[config.mk]
export PLATFORM = sky130hd
export DESIGN_NAME = breakout_game_ctrl
export DESIGN_NICKNAME = d
export VERILOG_FILES = /design/src/rtl/breakout_game_ctrl.sv
export SDC_FILE = /design/constraint.sdc
export NUM_CORES = 1
export LEC_CHECK = 0
export BUFFER_PORTS_ARGS = -buffer_cell sky130_fd_sc_hd__buf_2
export CORE_AREA = 2 2 77 79
export DETAILED_ROUTE_END_ITERATION = 8
export DIE_AREA = 0 0 79 81
export PLACE_DENSITY = 0.6
export SETUP_SLACK_MARGIN = 0.02
export SYNTH_ARGS = -nofsm -noshare
export SYNTH_HDL_FRONTEND = slang
export SYNTH_SLANG_ARGS = --single-unit
[constraint.sdc]
create_clock -name clock -period 3.5 [get_ports clock]
set_input_delay 0.35 -clock clock [delete_from_list [all_inputs] [get_ports clock]]
set_output_delay 0.35 -clock clock [all_outputs]
set_load 0.005 [all_outputs]
[src/rtl/breakout_game_ctrl.sv]
// Breakout game sequencer: phase FSM, ball run/load gating,
// lives counter and saturating 4-digit BCD score.
module breakout_game_ctrl #(
    parameter int LIVES_INIT        = 3,
    parameter int MISS_PAUSE_FRAMES = 120
) (
    input  logic        clock,
    input  logic        reset,
    input  logic        frameTick,
    input  logic        launchBtn,
    input  logic        ballMiss,
    input  logic        brickHit,
    input  logic        bricksCleared,
    output logic        ballRun,
    output logic        ballLoad,
    output logic [1:0]  lives,
    output logic [15:0] score,
    output logic [2:0]  gameState
);

    typedef enum logic [2:0] {
        IDLE  = 3'd0,
        SERVE = 3'd1,
        PLAY  = 3'd2,
        MISS  = 3'd3,
        OVER  = 3'd4,
        WON   = 3'd5
    } state_t;

    localparam logic [1:0] LIVES_RST = 2'(LIVES_INIT);
    localparam logic [7:0] PAUSE_END = 8'(MISS_PAUSE_FRAMES);

    state_t      state, state_n;
    logic [1:0]  lives_n;
    logic [15:0] score_n;
    logic [7:0]  pause_cnt, pause_n;
    logic        launch_prev;
    logic        launch_edge;

    // Ripple-carry BCD increment that sticks at 9999
    function automatic logic [15:0] bcd_inc(input logic [15:0] v);
        logic [15:0] r;
        logic        carry;
        r     = v;
        carry = 1'b1;
        if (v != 16'h9999) begin
            for (int i = 0; i < 4; i++) begin
                if (carry) begin
                    if (r[4*i +: 4] == 4'd9) begin
                        r[4*i +: 4] = 4'd0;
                    end else begin
                        r[4*i +: 4] = r[4*i +: 4] + 4'd1;
                        carry       = 1'b0;
                    end
                end
            end
        end
        return r;
    endfunction

    assign launch_edge = launchBtn & ~launch_prev;

    always_ff @(posedge clock) begin
        if (reset) begin
            state       <= IDLE;
            lives       <= LIVES_RST;
            score       <= 16'h0000;
            pause_cnt   <= 8'd0;
            launch_prev <= 1'b1;
        end else begin
            state       <= state_n;
            lives       <= lives_n;
            score       <= score_n;
            pause_cnt   <= pause_n;
            launch_prev <= launchBtn;
        end
    end

    always_comb begin
        state_n = state;
        lives_n = lives;
        score_n = score;
        pause_n = pause_cnt;
        unique case (state)
            IDLE, OVER, WON: begin
                if (launch_edge) begin
                    state_n = SERVE;
                    lives_n = LIVES_RST;
                    score_n = 16'h0000;
                end
            end
            SERVE: begin
                if (launch_edge) state_n = PLAY;
            end
            PLAY: begin
                if (brickHit) score_n = bcd_inc(score);
                if (bricksCleared) begin
                    state_n = WON;
                end else if (ballMiss) begin
                    if (lives <= 2'd1) begin
                        lives_n = 2'd0;
                        state_n = OVER;
                    end else begin
                        lives_n = lives - 2'd1;
                        pause_n = 8'd0;
                        state_n = MISS;
                    end
                end
            end
            MISS: begin
                if (frameTick) begin
                    pause_n = pause_cnt + 8'd1;
                    if (pause_n == PAUSE_END) state_n = SERVE;
                end
            end
            default: state_n = IDLE;
        endcase
    end

    assign ballRun   = (state == PLAY);
    assign ballLoad  = (state == IDLE) || (state == SERVE) ||
                       (state == OVER) || (state == WON);
    assign gameState = state;

endmodule

* Word-level counts from Yosys, hierarchy flattened *
Cells that the tools add are included.

operators by class
  reductions and logical operators = 14
  mux-type cells = 43
  add/sub/neg operators = 6
  $lt $le $gt $ge = 1
  bitwise gates (word level) = 2
  equality and inequality tests = 24

operators with widths
  operator              number
  $mux 16               3
  $mux 8                4
  $pmux 16 s2           1
  $mux 4                7
  $reduce_and 5->1      5
  $mux 3                7
  $add 4x1->4 const B   4
  $eq 4x4->1 const B    4
  $ne 16x16->1 const B  1
  $ne 2x2->1 const B    8
  $pmux 8 s2            1
  $mux 1                14
  $pmux 3 s4            1
  $add 8x1->8 const B   1
  $eq 8x7->1 const B    1
  $mux 2                4
  $ne 2x1->1 const B    4
  $reduce_and 4->1      2
  $eq 3x2->1 const B    2
  $eq 3x3->1 const B    2
  $pmux 2 s2            1
  $reduce_bool 2->1     2
  $eq 3x1->1 const B    1
  $logic_not 3->1       1
  7 further kinds       9

word-level totals
  flip-flop bits (word level) = 30
  bits of input ports = 7
  word-level logic and storage cells = 98

* Depth between registers and ports, before layout *
  word-level depth = 17
  gate-level depth with buffers = 8
  depth with buffers taken out = 7

* Worst setup path after synthesis *
No wires, ideal clock.

  path type = register to register
  from = reg score[0]
  to = reg score[14]
  arrival time = 1785 ps
  setup slack = 1590 ps
  cell stages (with the launch flop) = 7
  required time = 3375 ps
  setup time = 125 ps
  buffers on the path = 0
  path through = dfxtp_1 -> ha_1 -> nand4b_1 -> or4_1 -> o21a_1 -> o21ai_0 -> o21ai_0

on the way
  cells in the longest elaborated chain, start to end = 15

RTL lines
  item                            RTL line  text
  start, declared                 17        output logic [15:0] score,
  start signal, assigned          73        score <= score_n;
  $eq 4x4->1                      49        if (r[4*i +: 4] == 4'd9) begin
  $mux 1                          49
  $mux 1                          46        if (v != 16'h9999) begin
  $mux 1                          96        if (brickHit) score_n = bcd_inc(score);
  $mux 1                          84        unique case (state)
  $mux 1                          48        if (carry) begin
  $mux 1                          46
  $mux 1                          96
  $mux 1                          84
  $mux 1                          48
  $mux 1                          46
  $mux 1                          96
  $mux 1                          84
  $ne 2x1->1 (no line)            n/a
  $reduce_and 5->1 (no line) (*)  n/a

Every way passes the cells marked *; elsewhere a longest branch is shown, timed or not. The select of a mux whose other input is x is not followed.
A chain may end at the register's enable or synchronous reset.

* Worst setup path in the final report *
  from = reg state[1] (netlist: gameState[1])
  to = reg pause_cnt[6]

on the way
  cells in the longest elaborated chain, start to end = 3

RTL lines
  item                                                       RTL line  text
  start, declared                                            33        state_t state, state_n;
  start signal, assigned                                     71        state <= state_n;
  $eq 3x2->1                                                 84
  $ne 2x2->1 (no line) or $reduce_bool 2->1 (tied branches)  n/a
  $reduce_and 5->1 (no line)                                 n/a
  end signal, assigned                                       74        pause_cnt <= pause_n;
  end, declared                                              36        logic [7:0] pause_cnt, pause_n;

Parallel ways exist; a longest one is shown, timed or not.

==> flow_summary.yaml <==
critical_path:
  crit_slowest_cell: "or3b_1"
  crit_type: "flop to flop"
  worst_ep_required_time_ns: 3.71
  max_stage_delay_ns: 0.59
  crit_path_cell_trace: "or3b_1 -> inv_8 -> a31oi_2 -> or4_1 -> a21oi_1"
  startpoint_type: "flop"
  end_kind: "flop"
  path_max_fanout: 13
  cp_num_buf_inv: 1
  crit_arrival_ns: 2.44
  critPathTopFamily: "simple AND/OR/NAND/NOR gates"
finish:
  antenna_cells: 0
  nNetsFinal: 252
  area_growth_syn_to_layout_pct: 15.9
  nFillCells: 593
  drive_gt1_share_pct: 20.4
  finalCoreUtilization_pct: 35.6
floorplan:
  initial_utilization_pct: 30.7
  io_pins: 30
  core_area_um2: 5680
  rows: 28
  die-width_um: 79
  die_height_um: 81
  die-area_um2: 6400
timing:
  whs_ns: 0.265
  period_needed_ns: 2.23
  slew_viol_final: 0
  skew_ns: 0.00729
  tightest_slew_ns: 0.639
  period_share_pct: 63.8
  relSlewSlack_pct: 57.1
  finalSetupTns_ns: 0
  timing.fmax_mhz: 448
  finalHoldViolCount: 0
  rsz0062_at_grt: "false"
  setup_violations: 0
  postLayoutSetupSlackWorst_ns: 1.27
clocking:
  root_buffer: "clkbuf_8"
  ctsHoldBuffers: 0
  cts_max_path_buffers: 2
  postCtsSetupRepairBufs: 0
  path_clk_slew_ns: 0.06
  clk-insertion-delay-late_ns: 0.28
  cts.sinks: 30
  cts_buffers: 5
  cts_tree: "done"
  ctsResizeCount: 0
  htree_levels: 2
drt:
  vias: 1568
  wire_per_inst_um: 12.8
  wirelength_um: 3960
  drt-pass1-iter-count: 4
  drc: 0
  via_per_inst: 5.06
  drt-initial-drc-count: 76
  postRouteAntennaNets: 0
yosys:
  synth-edff-count: 0
  async_reset_ff_share_pct: 0
  synth_cell_types: 52
  synthCells: 208
  ys.warnings.count: 0
  synth-main-ff-cell: "dfxtp_1"
  syn-cell-area_um2: 1740
  avgSynthCellArea_um2: 8.39
  ys_seq_elements: 30
  synth_nets: 224
  ys_seq_area_share_pct: 34.4
global_routing:
  grt_antenna_before_repair: 0
  grt_pass1_vias: 1410
  grt_max_degree: 21
  overflow: 0
  grt_first_pass_wirelength_um: 6650
  groute.usage.overall_pct: 13.2
job:
  drv_cap: 0
place:
  finalWeightedCongestion: 0.771
  port_buffers: 29
  place_ws_ns: 1.28
  place_hpwl_um: 2880
power_and_ir_drop:
  p_per_area_nw_per_um2: 358
  static-leakage-power_nw: 0.791
  vdd_drop_max_uv: 127
outcome:
  outcome: "finished clean"
min_path:
  min_path_type: "input port to flop"
==> cells by family (layout without fill, tap and decap cells) <==
family / Yosys count / in the layout / share of synthesized area, %
and+or+nand+nor: 82 / 82 / 26.7
AOI/OAI and AO/OA: 54 / 54 / 20.6
DFF: 30 / 30 / 34.4
buffers and inverters: 22 / 49 / 5.95
adders and majority gates: 9 / 9 / 6.46
xor gates and xnor gates: 7 / 7 / 3.52
muxes: 4 / 4 / 2.37
==> metrics by stage <==
step,area (um^2),power (mW),std cells
global placement,1940,0.457,304
CTS,2020,0.734,310
detailed placement,1940,0.457,304
floorplan,1740,0.430,208
global route,2020,0.765,310
finish,2020,0.725,310
==> placed cells by master, fill, tap and decap left out, types with 9 or more instances in the layout <==
master,count
ha_1,9
nor3_1,9
nand3_1,9
a21oi_1,15
nor2_1,20
buf_2,29
inv_1,13
dfxtp_1,30
nand2_1,9
o21ai_0,13
==> sequential cells by signal, indices dropped and copies added, names as in the netlist <==
register and flops:
gameState 3, launch_prev 1, lives 2, pause_cnt 8, score 16
==> cells in the mapped netlist, types with 2 or more instances <==
cell type / count / area, um^2
a211oi_1: 4 / 30.0
a21oi_1: 15 / 75.1
a31oi_1: 4 / 25.0
and3_1: 4 / 25.0
buf_2: 2 / 10.0
clkbuf_1: 4 / 15.0
dfxtp_1: 30 / 601
ha_1: 9 / 113
inv_1: 13 / 48.8
mux2i_1: 3 / 30.0
nand2_1: 9 / 33.8
nand2b_1: 2 / 12.5
nand3_1: 9 / 45.0
nand3b_1: 6 / 45.0
nand4b_1: 3 / 26.3
nor2_1: 20 / 75.1
nor2b_1: 3 / 18.8
nor3_1: 9 / 45.0
nor4_1: 2 / 12.5
o21ai_0: 13 / 65.1
o21ai_1: 2 / 10.0
or2_2: 4 / 25.0
or4_1: 4 / 30.0
xnor2_1: 6 / 52.6
==> metal layers <==
layer	vias up	track usage (%)	part of all wire [%]
met2	32	20.2	44
met5	-	0	0
met4	0	4.83	1.3
li1	811	-	-
met3	5	4.00	5.7
met1	720	17.5	49
==> path summary, 6_finish.rpt <==
check                           slack, ns          from           end  cells past startpoint
worst min-delay path                 0.27     launchBtn   launch_prev                      2
worst max-delay path                 1.27  gameState[1]  pause_cnt[6]                      5
worst min register to register       0.50  pause_cnt[7]  pause_cnt[7]                      2
worst max register to register       1.27  gameState[1]  pause_cnt[6]                      5
==> where the power goes <==
group | internal (mW) | switching, mW
clock network | 0.151 | 0.125
registers | 0.351 | 0.0147
logic | 0.0339 | 0.0487
==> area by class of cell <==
type / count / area, um^2 / share of cell area (%)
sequential: 30 / 601 / 29.7
timing repair buffer: 29 / 145 / 7.18
multi-input combinational: 156 / 1040 / 51.4
inverter: 14 / 60.1 / 2.97
tap: 75 / 93.8 / 4.64
clock buffer: 6 / 82.6 / 4.08
Power figures use the tool's default switching activity.
